`config.mk`:
```
export PLATFORM = sky130hd
export DESIGN_NAME = sdram_word_bridge
export DESIGN_NICKNAME = d
export VERILOG_FILES = /design/src/rtl/sdram_word_bridge_pkg.sv /design/src/rtl/sdram_word_bridge.sv
export SDC_FILE = /design/constraint.sdc
export NUM_CORES = 1
export LEC_CHECK = 0
export CAP_MARGIN = 0
export CORE_MARGIN = 1
export CORE_UTILIZATION = 35
export CTS_CLUSTER_SIZE = 16
export DETAILED_ROUTE_END_ITERATION = 7
export GPL_ROUTABILITY_DRIVEN = 0
export HOLD_SLACK_MARGIN = 0.02
export SKIP_CTS_REPAIR_TIMING = 1
export SLEW_MARGIN = 20
export SYNTH_ARGS = -nofsm -noshare
export SYNTH_HDL_FRONTEND = slang
export SYNTH_SLANG_ARGS = --single-unit
```
`constraint.sdc`:
```
create_clock -name clk -period 2.1 [get_ports clk]
set_input_delay 0.315 -clock clk [delete_from_list [all_inputs] [get_ports clk]]
set_output_delay 0.315 -clock clk [all_outputs]
set_load 0.02 [all_outputs]
```
`src/rtl/sdram_word_bridge_pkg.sv`:
```
// Shared types for the RV32 word to SDRAM halfword bridge:
// FSM states, per-half operation codes and the RMW byte merge.
package sdram_word_bridge_pkg;

   typedef enum logic [2:0] {
      S_IDLE,
      S_SEL,
      S_ISSUE,
      S_WAIT_RD,
      S_CAPTURE,
      S_WAIT_IDLE,
      S_DONE
   } state_e;

   typedef enum logic [1:0] {
      OP_SKIP,
      OP_READ,
      OP_WRITE,
      OP_RMW
   } half_op_e;

   function automatic half_op_e half_op(input logic       we,
                                        input logic [1:0] be2);
      half_op_e op;
      op = OP_READ;
      if (we) begin
         unique case (be2)
            2'b11:   op = OP_WRITE;
            2'b00:   op = OP_SKIP;
            default: op = OP_RMW;
         endcase
      end
      return op;
   endfunction

   function automatic logic [15:0] merge_half(input logic [15:0] rd16,
                                              input logic [15:0] wd16,
                                              input logic [1:0]  be2);
      logic [15:0] m;
      m[15:8] = be2[1] ? wd16[15:8] : rd16[15:8];
      m[7:0]  = be2[0] ? wd16[7:0]  : rd16[7:0];
      return m;
   endfunction

endpackage

```
`src/rtl/sdram_word_bridge.sv`:
```
// Splits 32-bit CPU accesses into one or two 16-bit SDRAM controller
// transactions, using read-modify-write for partial-halfword writes.
module sdram_word_bridge
   import sdram_word_bridge_pkg::*;
#(
   parameter int HADDR_WIDTH = 23,
   parameter int BADDR_WIDTH = HADDR_WIDTH + 1
) (
   input  logic                   clk,
   input  logic                   rst_n,
   input  logic                   mem_req,
   input  logic                   mem_we,
   input  logic [BADDR_WIDTH-1:0] mem_addr,
   input  logic [31:0]            mem_wdata,
   input  logic [3:0]             mem_be,
   output logic                   mem_ready,
   output logic                   mem_done,
   output logic [31:0]            mem_rdata,
   output logic [HADDR_WIDTH-1:0] wr_addr,
   output logic [15:0]            wr_data,
   output logic                   wr_enable,
   output logic [HADDR_WIDTH-1:0] rd_addr,
   output logic                   rd_enable,
   input  logic [15:0]            rd_data,
   input  logic                   rd_ready,
   input  logic                   busy
);

   localparam int WIDX_W = BADDR_WIDTH - 2;

   state_e                 state_q, state_d;
   logic                   half_q, half_d;
   logic                   we_q, we_d;
   logic [WIDX_W-1:0]      widx_q, widx_d;
   logic [31:0]            wdata_q, wdata_d;
   logic [3:0]             be_q, be_d;
   logic [15:0]            rd0_q, rd0_d;
   logic [15:0]            rd1_q, rd1_d;
   logic [31:0]            rdata_q, rdata_d;
   logic [HADDR_WIDTH-1:0] haddr_q, haddr_d;
   logic [15:0]            hdata_q, hdata_d;
   logic                   iswr_q, iswr_d;
   logic                   rmwwr_q, rmwwr_d;

   logic [1:0]  be2;
   logic [15:0] wd16;
   logic [15:0] rdh;
   half_op_e    op;
   logic        ready;
   logic        addr_lsb_unused;

   assign addr_lsb_unused = ^mem_addr[1:0];

   assign be2   = half_q ? be_q[3:2] : be_q[1:0];
   assign wd16  = half_q ? wdata_q[31:16] : wdata_q[15:0];
   assign rdh   = half_q ? rd1_q : rd0_q;
   assign op    = half_op(we_q, be2);
   assign ready = (state_q == S_IDLE) && !busy && rst_n;

   assign mem_ready = ready;
   assign mem_done  = (state_q == S_DONE);
   assign mem_rdata = rdata_q;
   assign wr_addr   = haddr_q;
   assign rd_addr   = haddr_q;
   assign wr_data   = hdata_q;
   assign wr_enable = (state_q == S_ISSUE) && iswr_q;
   assign rd_enable = (state_q == S_ISSUE) && !iswr_q;

   always_comb begin
      state_d = state_q;
      half_d  = half_q;
      we_d    = we_q;
      widx_d  = widx_q;
      wdata_d = wdata_q;
      be_d    = be_q;
      rd0_d   = rd0_q;
      rd1_d   = rd1_q;
      rdata_d = rdata_q;
      haddr_d = haddr_q;
      hdata_d = hdata_q;
      iswr_d  = iswr_q;
      rmwwr_d = rmwwr_q;
      unique case (state_q)
         S_IDLE: begin
            if (mem_req && ready) begin
               we_d    = mem_we;
               widx_d  = mem_addr[BADDR_WIDTH-1:2];
               wdata_d = mem_wdata;
               be_d    = mem_be;
               half_d  = 1'b0;
               rmwwr_d = 1'b0;
               state_d = S_SEL;
            end
         end
         S_SEL: begin
            if (!busy) begin
               unique case (op)
                  OP_SKIP: begin
                     if (half_q) state_d = S_DONE;
                     else        half_d  = 1'b1;
                  end
                  OP_WRITE: begin
                     haddr_d = {widx_q, half_q};
                     hdata_d = wd16;
                     iswr_d  = 1'b1;
                     state_d = S_ISSUE;
                  end
                  default: begin
                     haddr_d = {widx_q, half_q};
                     iswr_d  = 1'b0;
                     state_d = S_ISSUE;
                  end
               endcase
            end
         end
         // The enable is held until the controller shows busy, since
         // a refresh can silently swallow a single-cycle request.
         S_ISSUE: begin
            if (busy) state_d = iswr_q ? S_WAIT_IDLE : S_WAIT_RD;
         end
         S_WAIT_RD: begin
            if (rd_ready) state_d = S_CAPTURE;
         end
         S_CAPTURE: begin
            if (half_q) rd1_d = rd_data;
            else        rd0_d = rd_data;
            state_d = S_WAIT_IDLE;
         end
         S_WAIT_IDLE: begin
            if (!busy) begin
               if (op == OP_RMW && !rmwwr_q) begin
                  rmwwr_d = 1'b1;
                  hdata_d = merge_half(rdh, wd16, be2);
                  iswr_d  = 1'b1;
                  state_d = S_ISSUE;
               end else begin
                  rmwwr_d = 1'b0;
                  if (half_q) begin
                     state_d = S_DONE;
                     if (!we_q) rdata_d = {rd1_q, rd0_q};
                  end else begin
                     half_d  = 1'b1;
                     state_d = S_SEL;
                  end
               end
            end
         end
         S_DONE:  state_d = S_IDLE;
         default: state_d = S_IDLE;
      endcase
   end

   always_ff @(posedge clk) begin
      if (!rst_n) begin
         state_q <= S_IDLE;
         half_q  <= 1'b0;
         we_q    <= 1'b0;
         widx_q  <= '0;
         wdata_q <= '0;
         be_q    <= '0;
         rd0_q   <= '0;
         rd1_q   <= '0;
         rdata_q <= '0;
         haddr_q <= '0;
         hdata_q <= '0;
         iswr_q  <= 1'b0;
         rmwwr_q <= 1'b0;
      end else begin
         state_q <= state_d;
         half_q  <= half_d;
         we_q    <= we_d;
         widx_q  <= widx_d;
         wdata_q <= wdata_d;
         be_q    <= be_d;
         rd0_q   <= rd0_d;
         rd1_q   <= rd1_d;
         rdata_q <= rdata_d;
         haddr_q <= haddr_d;
         hdata_q <= hdata_d;
         iswr_q  <= iswr_d;
         rmwwr_q <= rmwwr_d;
      end
   end

endmodule
```
==> run_results.csv <==
group,metric,value,unit
run_status,outcome,"finished clean",
die,core_area,0.0183,mm2
die,io_pins,180,
critical_path,timing.critical_path.slowest_stage_cell,"sky130_fd_sc_hd__dfxtp_4",
hold_path,holdCritPathClass,"in2reg",
finish,layout-drive-gt1-share,0.104,
critical_path,crit_required,2460,ps
clock_network,cts_num_sinks,168,
critical_path,crit_path_max_delay_family,"flip-flops",
clock_network,h-tree-depth,4,
timing,layout_min_cycle_time,1960,ps
logic_synthesis,ys_seq_area_frac,0.508,
global_routing,grt_pass1_wl,28400,um
critical_path,largest_stage_delay_on_the_critical_path,400,ps
critical_path,crit_fanout,16,
routing,ant_nets,0,
routing,residual_drc,0,
logic_synthesis,netlist_instances,792,
routing,detail_route.vias_per_cell,4.86,
routing,drt-pass1-iter-count,4,
critical_path,critical_path.n_buffers_inverters,2,
global_routing,vias_in_the_first_global_route,5141,
timing,clock-skew-final,9.17,ps
routing,highest_layer,"met4",
routing,postRouteWirelength,18000,um
finish,finalInstanceArea,0.00922,mm2
global_routing,grt_overflow,0,
placement,place_area,0.00862,mm2
placement,detailedPlacementHpwl,12700,um
die,fp.dieArea,0.0195,mm2
logic_synthesis,synth_seq_cells,168,
hold_path,holdCritStartpoint,"mem_addr[3]",
logic_synthesis,synth_enable_flop_cells,0,
power,pwr_density_cell,901,mW/mm2
die,floorplan.initialDensity,0.362,
routing,detailroute.via_count,5753,
logic_synthesis,synth_cell_type_count,41,
critical_path,timing.rr.start,"half_q",
logic_synthesis,async_flop_share,0,
routing,metal2_wl,7610,um
flow_run,max-cap-violations,0,
power,vdd_ir_drop_max,628,uV
global_routing,grt_start_max_net_pins,58,
die,core.rowCount,49,
timing,final_min_period_over_clock_period,0.935,
placement,count_of_buffers_inserted_at_the_top_level_ports,177,
logic_synthesis,syn-cell-area,0.00662,mm2
timing,max_freq,510,MHz
global_routing,global_route.usage.total,0.189,
critical_path,timing.critical_path.arrival,2330,ps
logic_synthesis,yosys_warning_count,0,
clock_network,tritoncts,"built",
critical_path,worstSetupPathType,"reg2reg",
clock_network,clock_tree.buffer_depth,2,
die,die_span_in_x,140,um
critical_path,endpoint_kind,"flip-flop",
routing,wl_per_cell,15.2,um
timing,maxSlewHeadroom,0.741,
power,p_leak,3.20,nW
timing,timing_hold_violations_final,0,
routing,wl_met3,1290,um
finish,synth_to_final_area_change,39.3,%
routing,route.layer.met1.wl,8870,um
timing,final-max-slew-violation-count,0,
finish,design.final.nets,1025,
logic_synthesis,mappedNetlistNets,875,
clock_network,cts_inserted_buffers,17,
global_routing,grt_antenna_before_repair,0,
logic_synthesis,ys.flop_type,"sky130_fd_sc_hd__dfxtp_1",
critical_path,worstSetupStartpointType,"flip-flop",
finish,n_fill_cell,1735,
routing,detailed_route_iter0_violations,414,
clock_network,clock_latency,420,ps
power,fin_total_pwr,8.31,mW
critical_path,crit_chain,"mux2i_4 -> ha_4 -> o31ai_1 -> nand4_1 -> buf_4 -> nor2_1 -> buf_6 -> a22o_1",
logic_synthesis,synth.avg_cell_area,8.36,um2
timing,grt_setup_unrepaired,"false",
timing,worstMarginPinSlew,378,ps
timing,setup_viol,0,
clock_network,root_buffer,"sky130_fd_sc_hd__clkbuf_16",
clock_network,path_clk_slew,70,ps
finish,antenna_diodes,0,
die,floorplan.die.height,140,um
critical_path,critPathLaunch,"half_q",
layer usage:
layer | up-vias | global-route usage
met4 | 0 | 0.0544
met5 | - | 0
li1 | 2918 | -
met1 | 2640 | 0.279
met2 | 181 | 0.264
met3 | 14 | 0.0502
registers in the layout (all words and copies together) (netlist names):
signal	cells
rd_addr	23
rmwwr_q	1
state_q	3
rd0_q	16
iswr_q	1
mem_rdata	32
wdata_q	32
we_q	1
wr_data	16
be_q	4
half_q	1
rd1_q	16
widx_q	22
metrics by stage:
stage | setup TNS, ps | hold WS [ps] | setup WS [ps] | instances | util
finish | 0 | 434 | 137 | 1184 | 0.505
global route | 0 | 428 | 47.4 | 1184 | 0.505
CTS | -2680 | 414 | -157 | 1184 | 0.504
detailed placement | -2150 | 443 | -138 | 1152 | 0.472
global placement | -1090 | 437 | -68.9 | 1152 | 0.472
floorplan | 0 | 432 | 5.99 | 792 | -
worst min-delay path, cell delays in order:
cell,delay (ps)
sky130_fd_sc_hd__clkdlybuf4s50_1,390
sky130_fd_sc_hd__nand2_1,50
sky130_fd_sc_hd__a21oi_1,50
Yosys cell counts, types with 2 or more instances:
| cell type | n | area share |
|---|---|---|
| sky130_fd_sc_hd__dfxtp_1 | 168 | 0.51 |
| sky130_fd_sc_hd__buf_2 | 20 | 0.015 |
| sky130_fd_sc_hd__clkbuf_1 | 33 | 0.019 |
| sky130_fd_sc_hd__a21oi_1 | 150 | 0.11 |
| sky130_fd_sc_hd__nor4_1 | 4 | 0.0038 |
| sky130_fd_sc_hd__nand4_1 | 2 | 0.0019 |
| sky130_fd_sc_hd__mux2i_1 | 3 | 0.0045 |
| sky130_fd_sc_hd__and3_1 | 3 | 0.0028 |
| sky130_fd_sc_hd__buf_4 | 27 | 0.031 |
| sky130_fd_sc_hd__nand3b_1 | 3 | 0.0034 |
| sky130_fd_sc_hd__nor2_2 | 2 | 0.0019 |
| sky130_fd_sc_hd__a22o_1 | 16 | 0.021 |
| sky130_fd_sc_hd__nor2_1 | 8 | 0.0045 |
| sky130_fd_sc_hd__mux4_2 | 16 | 0.054 |
| sky130_fd_sc_hd__a21boi_0 | 2 | 0.0023 |
| sky130_fd_sc_hd__inv_1 | 3 | 0.0017 |
| sky130_fd_sc_hd__nor3_2 | 3 | 0.0045 |
| sky130_fd_sc_hd__nand3_1 | 3 | 0.0023 |
| sky130_fd_sc_hd__and2_1 | 2 | 0.0019 |
| sky130_fd_sc_hd__nor2b_1 | 2 | 0.0019 |
| sky130_fd_sc_hd__nand2_1 | 299 | 0.17 |
| sky130_fd_sc_hd__o21ai_0 | 3 | 0.0023 |
| sky130_fd_sc_hd__nand2b_1 | 2 | 0.0019 |
path summary, 6_finish.rpt:
path                                     to  slack, ps  cells after the start
worst min-delay path              widx_q[1]        430                      3
worst max-delay path            wr_data[12]        140                      8
worst min register to register   rd_addr[8]        450                      2
worst max register to register  wr_data[12]        140                      8
cells by family after synthesis:
| family | Yosys count | synth area share |
|---|---|---|
| adders and majority gates | 1 | 0.00189 |
| AOI/OAI and AO/OA | 179 | 0.150 |
| DFF | 168 | 0.508 |
| muxes | 20 | 0.0624 |
| buffers and inverters | 85 | 0.0684 |
| and+or+nand+nor | 339 | 0.210 |
cells in the final DEF (no fill, tap or decap), types with 2 or more instances in the layout:
| master | instances |
|---|---|
| sky130_fd_sc_hd__nand2b_1 | 2 |
| sky130_fd_sc_hd__buf_12 | 7 |
| sky130_fd_sc_hd__inv_1 | 3 |
| sky130_fd_sc_hd__o21ai_0 | 3 |
| sky130_fd_sc_hd__clkbuf_16 | 17 |
| sky130_fd_sc_hd__dfxtp_1 | 167 |
| sky130_fd_sc_hd__nor2_2 | 2 |
| sky130_fd_sc_hd__mux4_2 | 16 |
| sky130_fd_sc_hd__mux2i_1 | 2 |
| sky130_fd_sc_hd__a21oi_1 | 150 |
| sky130_fd_sc_hd__nand3b_1 | 3 |
| sky130_fd_sc_hd__clkdlybuf4s50_1 | 173 |
| sky130_fd_sc_hd__nand2_1 | 299 |
| sky130_fd_sc_hd__nand4_1 | 2 |
| sky130_fd_sc_hd__mux2i_4 | 2 |
| sky130_fd_sc_hd__nor3_2 | 3 |
| sky130_fd_sc_hd__inv_8 | 4 |
| sky130_fd_sc_hd__dlymetal6s2s_1 | 4 |
| sky130_fd_sc_hd__buf_4 | 27 |
| sky130_fd_sc_hd__nand3_1 | 3 |
| sky130_fd_sc_hd__a21boi_0 | 2 |
| sky130_fd_sc_hd__inv_6 | 5 |
| sky130_fd_sc_hd__and3_1 | 3 |
| sky130_fd_sc_hd__nor2b_1 | 2 |
| sky130_fd_sc_hd__a22o_1 | 16 |
| sky130_fd_sc_hd__nor4_1 | 4 |
| sky130_fd_sc_hd__nor2_1 | 8 |
| sky130_fd_sc_hd__clkinvlp_4 | 2 |
where the power goes:
part / switching, mW / total (mW) / internal, mW / leakage (nW)
clock: 1.41 / 3.10 / 1.69 / 0.283
sequential: 0.192 / 3.57 / 3.38 / 1.36
combinational: 0.908 / 1.64 / 0.729 / 1.56
total: 2.51 / 8.31 / 5.80 / 3.20
final cells by class:
class	instances	area, um2	share of cell area
timing repair buffer	212	2140	0.232
tap	229	287	0.0311
inverter	4	17.5	0.00190
multi-input combinational	539	2830	0.307
clock buffer	18	429	0.0465
clock inverter	14	155	0.0168
sequential	168	3370	0.365
No activity file was read; power rests on OpenSTA's default activity.
